--- config.mk ---
export PLATFORM = sky130hd
export DESIGN_NAME = aes_subbytes_serial
export DESIGN_NICKNAME = d
export VERILOG_FILES = /design/src/rtl/aes_subbytes_serial.sv
export SDC_FILE = /design/constraint.sdc
export NUM_CORES = 1
export LEC_CHECK = 0
export CAP_MARGIN = 20
export CORE_UTILIZATION = 30
export DETAILED_ROUTE_END_ITERATION = 12
export PLACE_DENSITY = 0.48
export RECOVER_POWER = 100
export SYNTH_ARGS = -nofsm -noshare
export SYNTH_HDL_FRONTEND = slang
export SYNTH_HIERARCHICAL = 1
export SYNTH_SLANG_ARGS = --single-unit
--- constraint.sdc ---
create_clock -name clk -period 31.2 [get_ports clk]
set_clock_uncertainty 0.05 [all_clocks]
set_input_delay 3.12 -clock clk [delete_from_list [all_inputs] [get_ports clk]]
set_output_delay 3.12 -clock clk [all_outputs]
set_load 0.005 [all_outputs]
--- src/rtl/aes_subbytes_serial.sv ---
// rtl/aes_subbytes_serial.sv - iterative AES SubBytes over a 128-bit state using LANES S-boxes
//
// Purpose: takes one 128-bit AES state and rotates it through LANES S-box
// lanes, LANES bytes per cycle. After 16/LANES cycles the state is back in its
// original byte order with every byte substituted.
// Ports:
//   clk, rst             clock, synchronous active-high reset
//   in_valid/in_ready    input handshake, in_state sampled on the accept edge
//   in_state[127:0]      input state, byte 0 in bits [127:120]
//   out_valid/out_ready  output handshake, out_state frozen while out_valid
//   out_state[127:0]     substituted state, same byte order
//   busy                 high whenever a block is being processed or held

// aes_sbox - combinational AES S-box: GF(2^8) inverse followed by the affine map
// Ports: din[7:0] byte in, dout[7:0] substituted byte out
module aes_sbox (
  input  logic [7:0] din,
  output logic [7:0] dout
);

  // Multiply in GF(2^8) modulo x^8 + x^4 + x^3 + x + 1
  function automatic logic [7:0] gf_mul(input logic [7:0] a, input logic [7:0] b);
    logic [7:0] p;
    logic [7:0] x;
    p = 8'h00;
    x = a;
    for (int i = 0; i < 8; i++) begin
      if (b[i]) p = p ^ x;
      x = {x[6:0], 1'b0} ^ (x[7] ? 8'h1b : 8'h00);
    end
    return p;
  endfunction

  logic [7:0] inv;
  logic [7:0] sq;

  // Inverse as din^254 = din^2 * din^4 * ... * din^128; maps 0 to 0 as required.
  always_comb begin
    inv = 8'h01;
    sq  = din;
    for (int i = 1; i < 8; i++) begin
      sq  = gf_mul(sq, sq);
      inv = gf_mul(inv, sq);
    end
    dout = inv ^ {inv[6:0], inv[7]} ^ {inv[5:0], inv[7:6]}
               ^ {inv[4:0], inv[7:5]} ^ {inv[3:0], inv[7:4]} ^ 8'h63;
  end

endmodule

module aes_subbytes_serial #(
  parameter int LANES = 1
) (
  input  logic         clk,
  input  logic         rst,
  input  logic         in_valid,
  output logic         in_ready,
  input  logic [127:0] in_state,
  output logic         out_valid,
  input  logic         out_ready,
  output logic [127:0] out_state,
  output logic         busy
);

  localparam int N = 16 / LANES;
  localparam int W = 8 * LANES;
  localparam logic [3:0] CNT_LAST = 4'(N - 1);

  if (!(LANES == 1 || LANES == 2 || LANES == 4 || LANES == 8 || LANES == 16)) begin : g_bad_lanes
    $error("aes_subbytes_serial: LANES must be 1, 2, 4, 8 or 16");
  end

  typedef enum logic [1:0] {IDLE, RUN, DONE} state_t;

  state_t        state;
  logic [3:0]    cnt;
  logic [127:0]  sreg;
  logic [W-1:0]  sub;
  logic [127:0]  rot;

  // Lane g substitutes the g-th byte from the top of sreg.
  for (genvar g = 0; g < LANES; g++) begin : g_lane
    aes_sbox u_sbox (
      .din  (sreg[127-8*g -: 8]),
      .dout (sub[W-1-8*g -: 8])
    );
  end

  // Rotate left by LANES bytes, substituted bytes re-entering at the bottom.
  if (LANES == 16) begin : g_rot_full
    assign rot = sub;
  end else begin : g_rot_part
    assign rot = {sreg[127-W:0], sub};
  end

  always_ff @(posedge clk) begin
    if (rst) begin
      state <= IDLE;
      cnt   <= 4'd0;
      sreg  <= 128'd0;
    end else begin
      case (state)
        IDLE: begin
          if (in_valid && in_ready) begin
            sreg  <= in_state;
            cnt   <= 4'd0;
            state <= RUN;
          end
        end
        RUN: begin
          sreg <= rot;
          cnt  <= cnt + 4'd1;
          if (cnt == CNT_LAST) state <= DONE;
        end
        DONE: begin
          if (out_ready) state <= IDLE;
        end
        default: state <= IDLE;
      endcase
    end
  end

  assign in_ready  = (state == IDLE) && !rst;
  assign out_valid = (state == DONE);
  assign busy      = (state != IDLE);
  assign out_state = sreg;

endmodule

==> report_table.html <==
<table>
<tr><th>Metric</th><th>Value</th></tr>
<tr><th colspan="2">Run status</th></tr>
<tr><td>Result of the run</td><td>finished, violations left</td></tr>
<tr><td>Violations in the final reports</td><td>capacitance limit, slew limit</td></tr>
<tr><th colspan="2">Synth</th></tr>
<tr><td>Post-synthesis register bit count</td><td>134</td></tr>
<tr><td>Arithmetic-cell share of the synthesized area counting full adders, half adders and majority gates</td><td>0.490%</td></tr>
<tr><td>Simple logic cell fraction of the synthesized area</td><td>20.2%</td></tr>
<tr><td>Number of enable flip-flop cells after synthesis</td><td>0</td></tr>
<tr><td>Dominant synthesized flop cell</td><td>dfxtp_1</td></tr>
<tr><td>Share of the yosys chip area belonging to registers</td><td>12.0%</td></tr>
<tr><td>Synth Instances</td><td>2700</td></tr>
<tr><td>Post-synthesis mux area share</td><td>3.48%</td></tr>
<tr><td>Post-synthesis compound-gate area fraction</td><td>23.2%</td></tr>
<tr><td>Net count after synthesis</td><td>2840</td></tr>
<tr><td>Combinational family with the most area after synthesis</td><td>XOR/XNOR gates</td></tr>
<tr><td>Post-synthesis cell type count</td><td>117</td></tr>
<tr><td>Warnings, synthesis</td><td>6</td></tr>
<tr><td>Fraction of synthesized cell area in xor and xnor cells</td><td>34.6%</td></tr>
<tr><td>Average size of a mapped cell</td><td>8.31 um2</td></tr>
<tr><td>Synth async-reset ratio</td><td>0%</td></tr>
<tr><td>Netlist area before placement</td><td>22400 um2</td></tr>
<tr><th colspan="2">Die</th></tr>
<tr><td>Die Span X</td><td>276 um</td></tr>
<tr><td>Die outline area</td><td>75900 um2</td></tr>
<tr><td>Floorplan Core Area</td><td>73500 um2</td></tr>
<tr><td>Placement row count</td><td>99</td></tr>
<tr><td>Io pins</td><td>263</td></tr>
<tr><td>Vertical extent of the die</td><td>276 um</td></tr>
<tr><td>Initial cell density of the core</td><td>30.6%</td></tr>
<tr><th colspan="2">Setup path</th></tr>
<tr><td>CP Capture Type</td><td>flip-flop</td></tr>
<tr><td>CP Data Arrival Time</td><td>20.91 ns</td></tr>
<tr><td>Maximum net fanout on the critical path</td><td>27</td></tr>
<tr><td>Flop-to-flop setup slack</td><td>10.40 ns</td></tr>
<tr><td>Startpoint type of the worst setup path</td><td>flip-flop</td></tr>
<tr><td>Worst reg2reg path endpoint</td><td>out_state[1]</td></tr>
<tr><td>Critical path buffers and inverters</td><td>5</td></tr>
<tr><td>Slowest-stage cell, CP</td><td>clkbuf_1</td></tr>
<tr><td>Most used cell along the critical path</td><td>xor2_1</td></tr>
<tr><td>Data required time at the worst endpoint</td><td>31.31 ns</td></tr>
<tr><td>Critical path's top delay family</td><td>XOR/XNOR gates</td></tr>
<tr><td>Slowest Stage Delay on Critical Path</td><td>1.01 ns</td></tr>
<tr><td>R2R depth</td><td>53</td></tr>
<tr><td>Launch instance of the worst register-to-register path</td><td>out_state[124]</td></tr>
<tr><td>Start-to-end type of the worst setup path</td><td>reg2reg</td></tr>
<tr><th colspan="2">Timing</th></tr>
<tr><td>Final period utilization</td><td>66.7%</td></tr>
<tr><td>RSZ-0062 raised after global routing</td><td>false</td></tr>
<tr><td>Fin Setup TNS</td><td>0 ns</td></tr>
<tr><td>Measured slew at the worst slew-check pin</td><td>4.64 ns</td></tr>
<tr><td>Maximum achievable frequency</td><td>48.1 MHz</td></tr>
<tr><td>Final Hold Viols</td><td>0</td></tr>
<tr><td>Crit path time final</td><td>20.80 ns</td></tr>
<tr><td>Worst rel slew slack</td><td>-209%</td></tr>
<tr><td>Pins Over Slew Limit</td><td>444</td></tr>
<tr><td>Number of failing setup endpoints in the final timing report</td><td>0</td></tr>
<tr><th colspan="2">Placement</th></tr>
<tr><td>Number of buffers inserted by port buffering</td><td>262</td></tr>
<tr><td>Dpl cells</td><td>3775</td></tr>
<tr><td>Half-perimeter wire length after placement</td><td>54.2 mm</td></tr>
<tr><td>Global placement routability congestion</td><td>0.860</td></tr>
<tr><th colspan="2">Cells and area</th></tr>
<tr><td>Count of nets after finishing</td><td>2975</td></tr>
<tr><td>Area growth, synth to finish</td><td>15.5%</td></tr>
<tr><td>Most frequent standard cell in the layout excluding fill and tap cells</td><td>nor2_1</td></tr>
<tr><td>Cell Count, Final, Fillers Out</td><td>3810</td></tr>
<tr><td>Proportion of layout cells with a drive suffix above 1</td><td>14.0%</td></tr>
<tr><td>Leading cell types in the layout, fill and taps excluded</td><td>nor2_1, xnor2_1, nand2_1</td></tr>
<tr><th colspan="2">Hold path</th></tr>
<tr><td>Worst Hold Depth</td><td>2</td></tr>
<tr><td>Tightest Hold Check Type</td><td>reg2reg</td></tr>
<tr><td>End of the worst hold path</td><td>cnt[2]</td></tr>
<tr><td>Hold Startpoint</td><td>cnt[2]</td></tr>
<tr><th colspan="2">GRT</th></tr>
<tr><td>Via count of the first global-routing pass</td><td>19900</td></tr>
<tr><td>Number of antenna violations at the first check in global routing</td><td>3</td></tr>
<tr><td>Largest net degree at the start of global routing</td><td>76</td></tr>
<tr><td>All-layer global routing usage</td><td>19.7%</td></tr>
<tr><td>First-pass GRT wire length</td><td>118 mm</td></tr>
<tr><td>GR Overflow Total</td><td>0</td></tr>
<tr><th colspan="2">CTS</th></tr>
<tr><td>Clock input transition at the sequential cells of the worst setup and hold paths</td><td>0.07 ns</td></tr>
<tr><td># resized after CTS</td><td>0</td></tr>
<tr><td>Clock tree from TritonCTS</td><td>built</td></tr>
<tr><td>CTS Sinks</td><td>134</td></tr>
<tr><td>Clock latency reported for the late side of the worst-skew pair</td><td>0.44 ns</td></tr>
<tr><td>Clock root buffer</td><td>clkbuf_16</td></tr>
<tr><td>Hold Buf Count CTS</td><td>0</td></tr>
<tr><td>Number of buffers created by CTS</td><td>17</td></tr>
<tr><td>Post-CTS setup buffers</td><td>0</td></tr>
<tr><td>Maximum clock insertion buffer count</td><td>2</td></tr>
<tr><td>Deepest level of the CTS H-tree</td><td>4</td></tr>
<tr><th colspan="2">Route</th></tr>
<tr><td>Routed wire length</td><td>75.8 mm</td></tr>
<tr><td>Via total after detailed routing</td><td>20400</td></tr>
<tr><td>Number of optimization iterations in the first detailed-route pass</td><td>5</td></tr>
<tr><td>Total DRC errors in the routed layout</td><td>0</td></tr>
<tr><td>Detail-routed net length per standard cell</td><td>19.9 um</td></tr>
<tr><td>Drt first-iter violations</td><td>1653</td></tr>
<tr><td>Antenna Violating Nets Remaining</td><td>0</td></tr>
<tr><td>DR vias/cell</td><td>5.34</td></tr>
<tr><th colspan="2">Flow run</th></tr>
<tr><td>Max-capacitance violation count</td><td>7</td></tr>
</table>
layout make-up:
type                    instances  area, um2
clock inverters                14        143
inverters                      24       96.3
clock buffers                  18        429
flip-flops and latches        134       2680
fillers                      7663      47500
repair buffers                336       3140
diodes                          3       7.51
well taps                     959       1200
multi-input cells            2322      18200
cells in the mapped netlist, types with 17 or more instances:
cell / instances / share of area (%)
xnor2_2: 44 / 3.2
buf_4: 17 / 0.57
a211oi_2: 100 / 5.6
mux2i_1: 59 / 2.6
buf_1: 18 / 0.30
buf_2: 73 / 1.6
o21ai_0: 54 / 1.2
nor3_1: 52 / 1.2
o2bb2ai_1: 126 / 4.9
dfxtp_1: 134 / 12
xnor2_1: 348 / 14
nand2b_1: 25 / 0.70
nor2_1: 427 / 7.1
xor2_1: 89 / 3.5
o22ai_1: 31 / 0.86
nand2_1: 205 / 3.4
xnor3_1: 89 / 8.9
nand3_1: 48 / 1.1
clkbuf_1: 88 / 1.5
a31oi_1: 17 / 0.47
a21oi_1: 77 / 1.7
nor2_2: 105 / 2.9
nor2b_1: 21 / 0.59
o21ai_1: 20 / 0.45
a211oi_1: 43 / 1.4
a22oi_1: 18 / 0.60
worst min-delay path: cells and delay by family (launching register included):
| family | cells | cell delay, ns |
|---|---|---|
| AO/OA/AOI/OAI | 1 | 0.05 |
| AND/OR/NAND/NOR | 1 | 0.07 |
| flip-flops | 1 | 0.34 |
kinds of logic (layout without fill, tap and decap cells):
kind of cell,count (synthesis),in the layout
buffers and inverters,244,392
multiplexers,74,74
AND/OR/NAND/NOR,984,984
AO/OA/AOI/OAI,632,632
flip-flops,134,134
adder cells (fa/ha/maj),9,9
other,0,3
XOR/XNOR,623,623
worst max-delay path by stage:
| stage | from | to | slack [ns] | cells past startpoint |
|---|---|---|---|---|
| 4_1_cts | out_state[126] | out_state[1] | 13.72 | 50 |
| 5_1_grt | out_state[124] | out_state[0] | 8.73 | 53 |
| 3_3_place_gp | out_state[120] | out_state[0] | 14.11 | 51 |
| 6_report | out_state[124] | out_state[1] | 10.40 | 53 |
| 2_1_floorplan | out_state[127] | out_state[3] | 16.48 | 57 |
| 3_5_place_dp | out_state[126] | out_state[0] | 13.80 | 50 |
routing by layer:
metal	global-route usage, %	share of wire [%]	vias to the layer above
met4	5.31	1.9	0
met2	33.1	48	597
met1	25.4	44	9904
met5	0	0	-
li1	-	-	9784
met3	3.87	6.0	79
metrics by stage:
stage | util (%) | hold slack (ns) | instance area [um2] | worst slack, ns
finish | 35.3 | 0.457 | 25900 | 10.40
global route | 35.3 | 0.484 | 25900 | 8.73
CTS | 35.8 | 0.461 | 26300 | 13.72
detailed placement | 35.0 | 0.451 | 25700 | 13.80
global placement | 35.0 | 0.434 | 25700 | 14.11
floorplan | - | 0.418 | 22400 | 16.48
sequential cells by signal, summed over array words and instances (netlist names):
| signal | cells |
|---|---|
| out_state | 128 |
| cnt | 4 |
| state | 2 |
Power is left out: the tool's default activity adds up to more than one toggle a clock period on the data nets, which glitch-free logic cannot reach.
==> RTL change 1 (same flow settings) <==
The 3 states of `state_t` get a one-hot encoding in 3 bits.
--- a/src/rtl/aes_subbytes_serial.sv
+++ b/src/rtl/aes_subbytes_serial.sv
@@ -72,3 +72,3 @@
 
-  typedef enum logic [1:0] {IDLE, RUN, DONE} state_t;
+  typedef enum logic [2:0] {IDLE = 3'b001, RUN = 3'b010, DONE = 3'b100} state_t;
 
Formal check against the unedited RTL: same outputs for any inputs over 4 cycles, from zero or initial values and one cycle with rst high; so few cycles prove little.
==> RTL change 1 against the unedited design <==
The run still ends with capacitance limit, slew limit left; worst setup slack improved by 0.94 ns; synthesized cell count grew 0.56%; area after synthesis is 2.0% lower; wire length about the same; final cell count barely moved; design area down 2.6%; sequential cell count increased by 1; global-route usage is 0.32 points higher.
Power is left out: the tool's default activity adds up to more than one toggle a clock period on the data nets, which glitch-free logic cannot reach.
==> RTL change 1: results (changes against the unedited design) <==
Timing:
- The final max-slew violation count came to 406 (-8.6%).
- The number of hold-slack violations in the final timing report is 0 (unchanged).
- The worst slew margin relative to its limit is -1.567 (+0.5253).

Critical path:
- The maximum cell stage delay along the critical path is 1.06 ns (+0.05 ns).
- The arrival time of data at the critical path endpoint is 20.12 ns (-0.79 ns).
- STA classifies the critical path startpoint as a register.
- The critical-path maximum fanout is 27 (unchanged).

CTS:
- After clock tree synthesis, the clock-pin slew on the worst setup and hold paths is 0.06 ns.
- The total CTS buffers is 17 (unchanged).
- The CTS root buffer is clkbuf_16.
- The count of cells resized by post-cts repair was 0 (unchanged).

Placement:
- The half-perimeter wire length after detailed placement was 53.73 mm (-0.91%).
- The final weighted congestion of routability-driven global placement was 0.8538 (-0.73%).
- The instance area after placement is 25,350 µm² (-1.3%).

Final layout:
- The number of flip-flops under the largest register name is 128 (unchanged).
- The ratio of cells with drive above 1 in the final layout came to 0.09177 (-0.04833).
- The fill cell instance count of the final layout is 7,721 (+0.76%).
- The number of nets in the layout came to 2,982 (+0.24%).

Global routing:
- The largest net degree at the start of global routing is 86 (+13%).
- The total routing usage reported by global routing is 0.1999 (+0.003206).
- The wire length of the first global-routing pass came to 119.2 mm (+0.61%).

Synth:
- By count the netlist is led by 529 x nor2_1, 348 x xnor2_1, 203 x nand2_1.
- The number of distinct standard cells referenced by the synthesized netlist is 118 (+0.85%).
- The total nets after synthesis is 2,855 (+0.53%).
- The sequential cell area fraction in the yosys report came to 0.1228 (+0.003287).
- Yosys attributes the largest share of cell area to xnor2_1 14%, dfxtp_1 12%, xnor3_1 9.1%.

Route:
- The number of iterations in the first detailed-routing pass came to 6 (+1).
- The number of vias in the routed layout is 20,390 (+0.11%).
- The aggregate routed wire length is 75.72 mm (about the same).
- The first-iteration detailed-routing DRC count is 1,432 (-13%).

Run:
- The max capacitance violation total came to 6 (-1).

Status:
- The flow ran to the end, but the final reports show violations.
- The final reports fail on capacitance limit, slew limit.
## RTL change 1: area by class of cell
type                       instances  area (µm²)  area share
multi-input combinational       2334       17570      0.6963
timing repair buffer             331        3117      0.1235
sequential                       135        2703      0.1071
tap                              950        1189     0.04709
clock buffer                      18       429.2     0.01700
clock inverter                    14       131.4    0.005205
inverter                          23       90.09    0.003569
antenna                            3       7.507   0.0002974
## RTL change 1: path summary, 6_finish.rpt
path                                startpoint      endpoint  slack [ns]  cells past startpoint
worst min register to register          cnt[3]        cnt[3]        0.46                      1
worst min-delay path                    cnt[3]        cnt[3]        0.46                      1
worst max register to register  out_state[124]  out_state[5]       11.34                     49
worst max-delay path            out_state[124]  out_state[5]       11.34                     49
## RTL change 1: critical path, delay by kind of cell, from the launching register on
kind | cells | cell delay, ns
adder cells (fa/ha/maj) | 2 | 1.12
AND/OR/NAND/NOR | 10 | 2.22
buffers and inverters | 2 | 1.56
flip-flops | 1 | 0.30
AO/OA/AOI/OAI | 7 | 2.15
XOR/XNOR | 28 | 12.28
## RTL change 1: kinds of logic after synthesis
group | count (synthesis) | synth area share
xor+xnor | 623 | 0.3533
buf+inv | 246 | 0.05429
compound gates | 510 | 0.2031
fa+ha+maj | 9 | 0.005003
flops | 135 | 0.1228
simple gates | 1119 | 0.2265
mux | 73 | 0.03507
## RTL change 1: layer usage
metal  vias to the layer above  GRT usage  part of all wire
met1                      9896     0.2587              0.44
met4                         0    0.05588             0.021
li1                       9842          -                 -
met5                         -          0                 0
met3                        70    0.04033             0.062
met2                       579     0.3344              0.48
## RTL change 1: per-stage QoR
stage	cells	setup slack, ns
3_5_place_dp	3771	13.10
5_1_grt	3807	9.710
2_1_floorplan	2715	16.37
3_3_place_gp	3771	13.32
6_report	3808	11.34
4_1_cts	3803	13.03
==> RTL change 2 (same flow settings) <==
Without the edit above. Make the reset (`rst`) asynchronous in one clocked block. Comments in the files are not updated.
--- a/src/rtl/aes_subbytes_serial.sv
+++ b/src/rtl/aes_subbytes_serial.sv
@@ -95,3 +95,3 @@
 
-  always_ff @(posedge clk) begin
+  always_ff @(posedge clk or posedge rst) begin
     if (rst) begin
Function: differs if rst is asserted again (counterexample within 4 cycles, from zero or initial values and one cycle with rst high); with rst held inactive, the same outputs for 4 cycles.
==> RTL change 2 against the unedited design <==
The run still ends with capacitance limit, slew limit left; sequential cell count did not move; maximum frequency rose by 1.8%; design area fell by 2.2%; worst hold slack got worse by 0.00091 ns; area after synthesis fell by 4.1%; core utilization rose by 0.65 points; wire length fell by 4.1%; worst setup slack improved by 0.37 ns.
Power is not shown: default switching activity piles up to over one toggle a cycle in this logic, so the estimate is an artifact.
==> RTL change 2: results (changes against the unedited design) <==
Route:
- The final routed wire length divided by cell count came to 19.92 µm (+0.17%).
- The routed wire length on met3 was 5.043 mm (+11%).
- The met2 wirelength from detailed routing is 35.63 mm (-2.7%).
- The aggregate routed wire length is 72.68 mm (-4.1%).

Synth:
- The sequential cell area fraction in the yosys report came to 0.1557 (+0.03622).
- Sorting the synthesized cells by area gives the leading types as dfrtp_1 16%, xnor2_1 14%, xnor3_1 9.3%.
- For this run, the leading register cell type out of synthesis is dfrtp_1.
- The cell count after synthesis is 2,522 (-6.6%).
- The total nets after synthesis is 2,662 (-6.3%).
- The share of synthesized area spent on multiplexers was 0.04422 (+0.009382).
- The adder and majority cell fraction of the synthesized area is 0.005113 (+0.0002083).

Timing:
- The final max-slew violation count was 305 (-31%).
- The actual slew at the worst max-slew pin is 3.490 ns (-1.149 ns).
- The post-route worst hold slack is 0.4558 ns (-0.0009150 ns).

Final layout:
- The number of nets in the layout is 2,834 (-4.7%).
- The fill cell instance count of the final layout is 7,211 (-5.9%).

Run:
- The max capacitance violation total is 6 (-1).

Global routing:
- The wire length of the first global-routing pass is 113.9 mm (-3.9%).
- The global routing met1 resource utilization is 0.2522 (-0.002036).
- The largest net degree at the start of global routing was 82 (+7.9%).
- The via count of the first global-routing pass is 18,920 (-5.1%).
- The global routing usage on met3 was 0.04303 (+0.004317).
- The total routing usage reported by global routing was 0.1952 (-0.001487).

Status:
- The checks that failed: capacitance limit, slew limit.
- The run finished, with violations left.

Placement:
- The worst slack after detailed placement came to 12.94 ns (-0.8647 ns).
- The final weighted congestion of routability-driven global placement is 0.8364 (-2.8%).
- The instance area after placement was 25,040 µm² (-2.5%).

Critical path:
- The critical-path maximum fanout is 26 (-3.7%).
- The arrival time of data at the critical path endpoint is 20.69 ns (-0.22 ns).
- The highest-delay cell along the critical path is a21boi_0.
- The worst setup slack for register-to-register paths is 10.77 ns (+0.37 ns).
## RTL change 2: cell types whose count changed in the layout (fill, tap and decap cells not counted), moves of 98 or more
cell,before,now
a21oi_1,77,198
dfrtp_1,0,134
dfxtp_1,134,0
inv_1,13,134
nor2_1,427,270
nor2_2,105,7
o2bb2ai_1,126,3
## RTL change 2: layout make-up
cell class | instances | area share
clock buffers | 18 | 0.01733
diodes | 1 | 0.00009876
repair buffers | 330 | 0.1229
multi-input cells | 2068 | 0.6545
well taps | 940 | 0.04642
flip-flops and latches | 134 | 0.1323
clock inverters | 14 | 0.005185
inverters | 143 | 0.02123
## RTL change 2: path summary, 6_finish.rpt
kind                                      from       endpoint  depth (start not counted)
worst max-delay path            out_state[127]   out_state[5]                         51
worst min-delay path                    cnt[0]         cnt[0]                          1
worst max register to register  out_state[127]   out_state[5]                         51
worst min register to register          cnt[0]         cnt[0]                          1
max in group asynchronous                  rst  out_state[78]                          4
min in group asynchronous                  rst       state[1]                          2
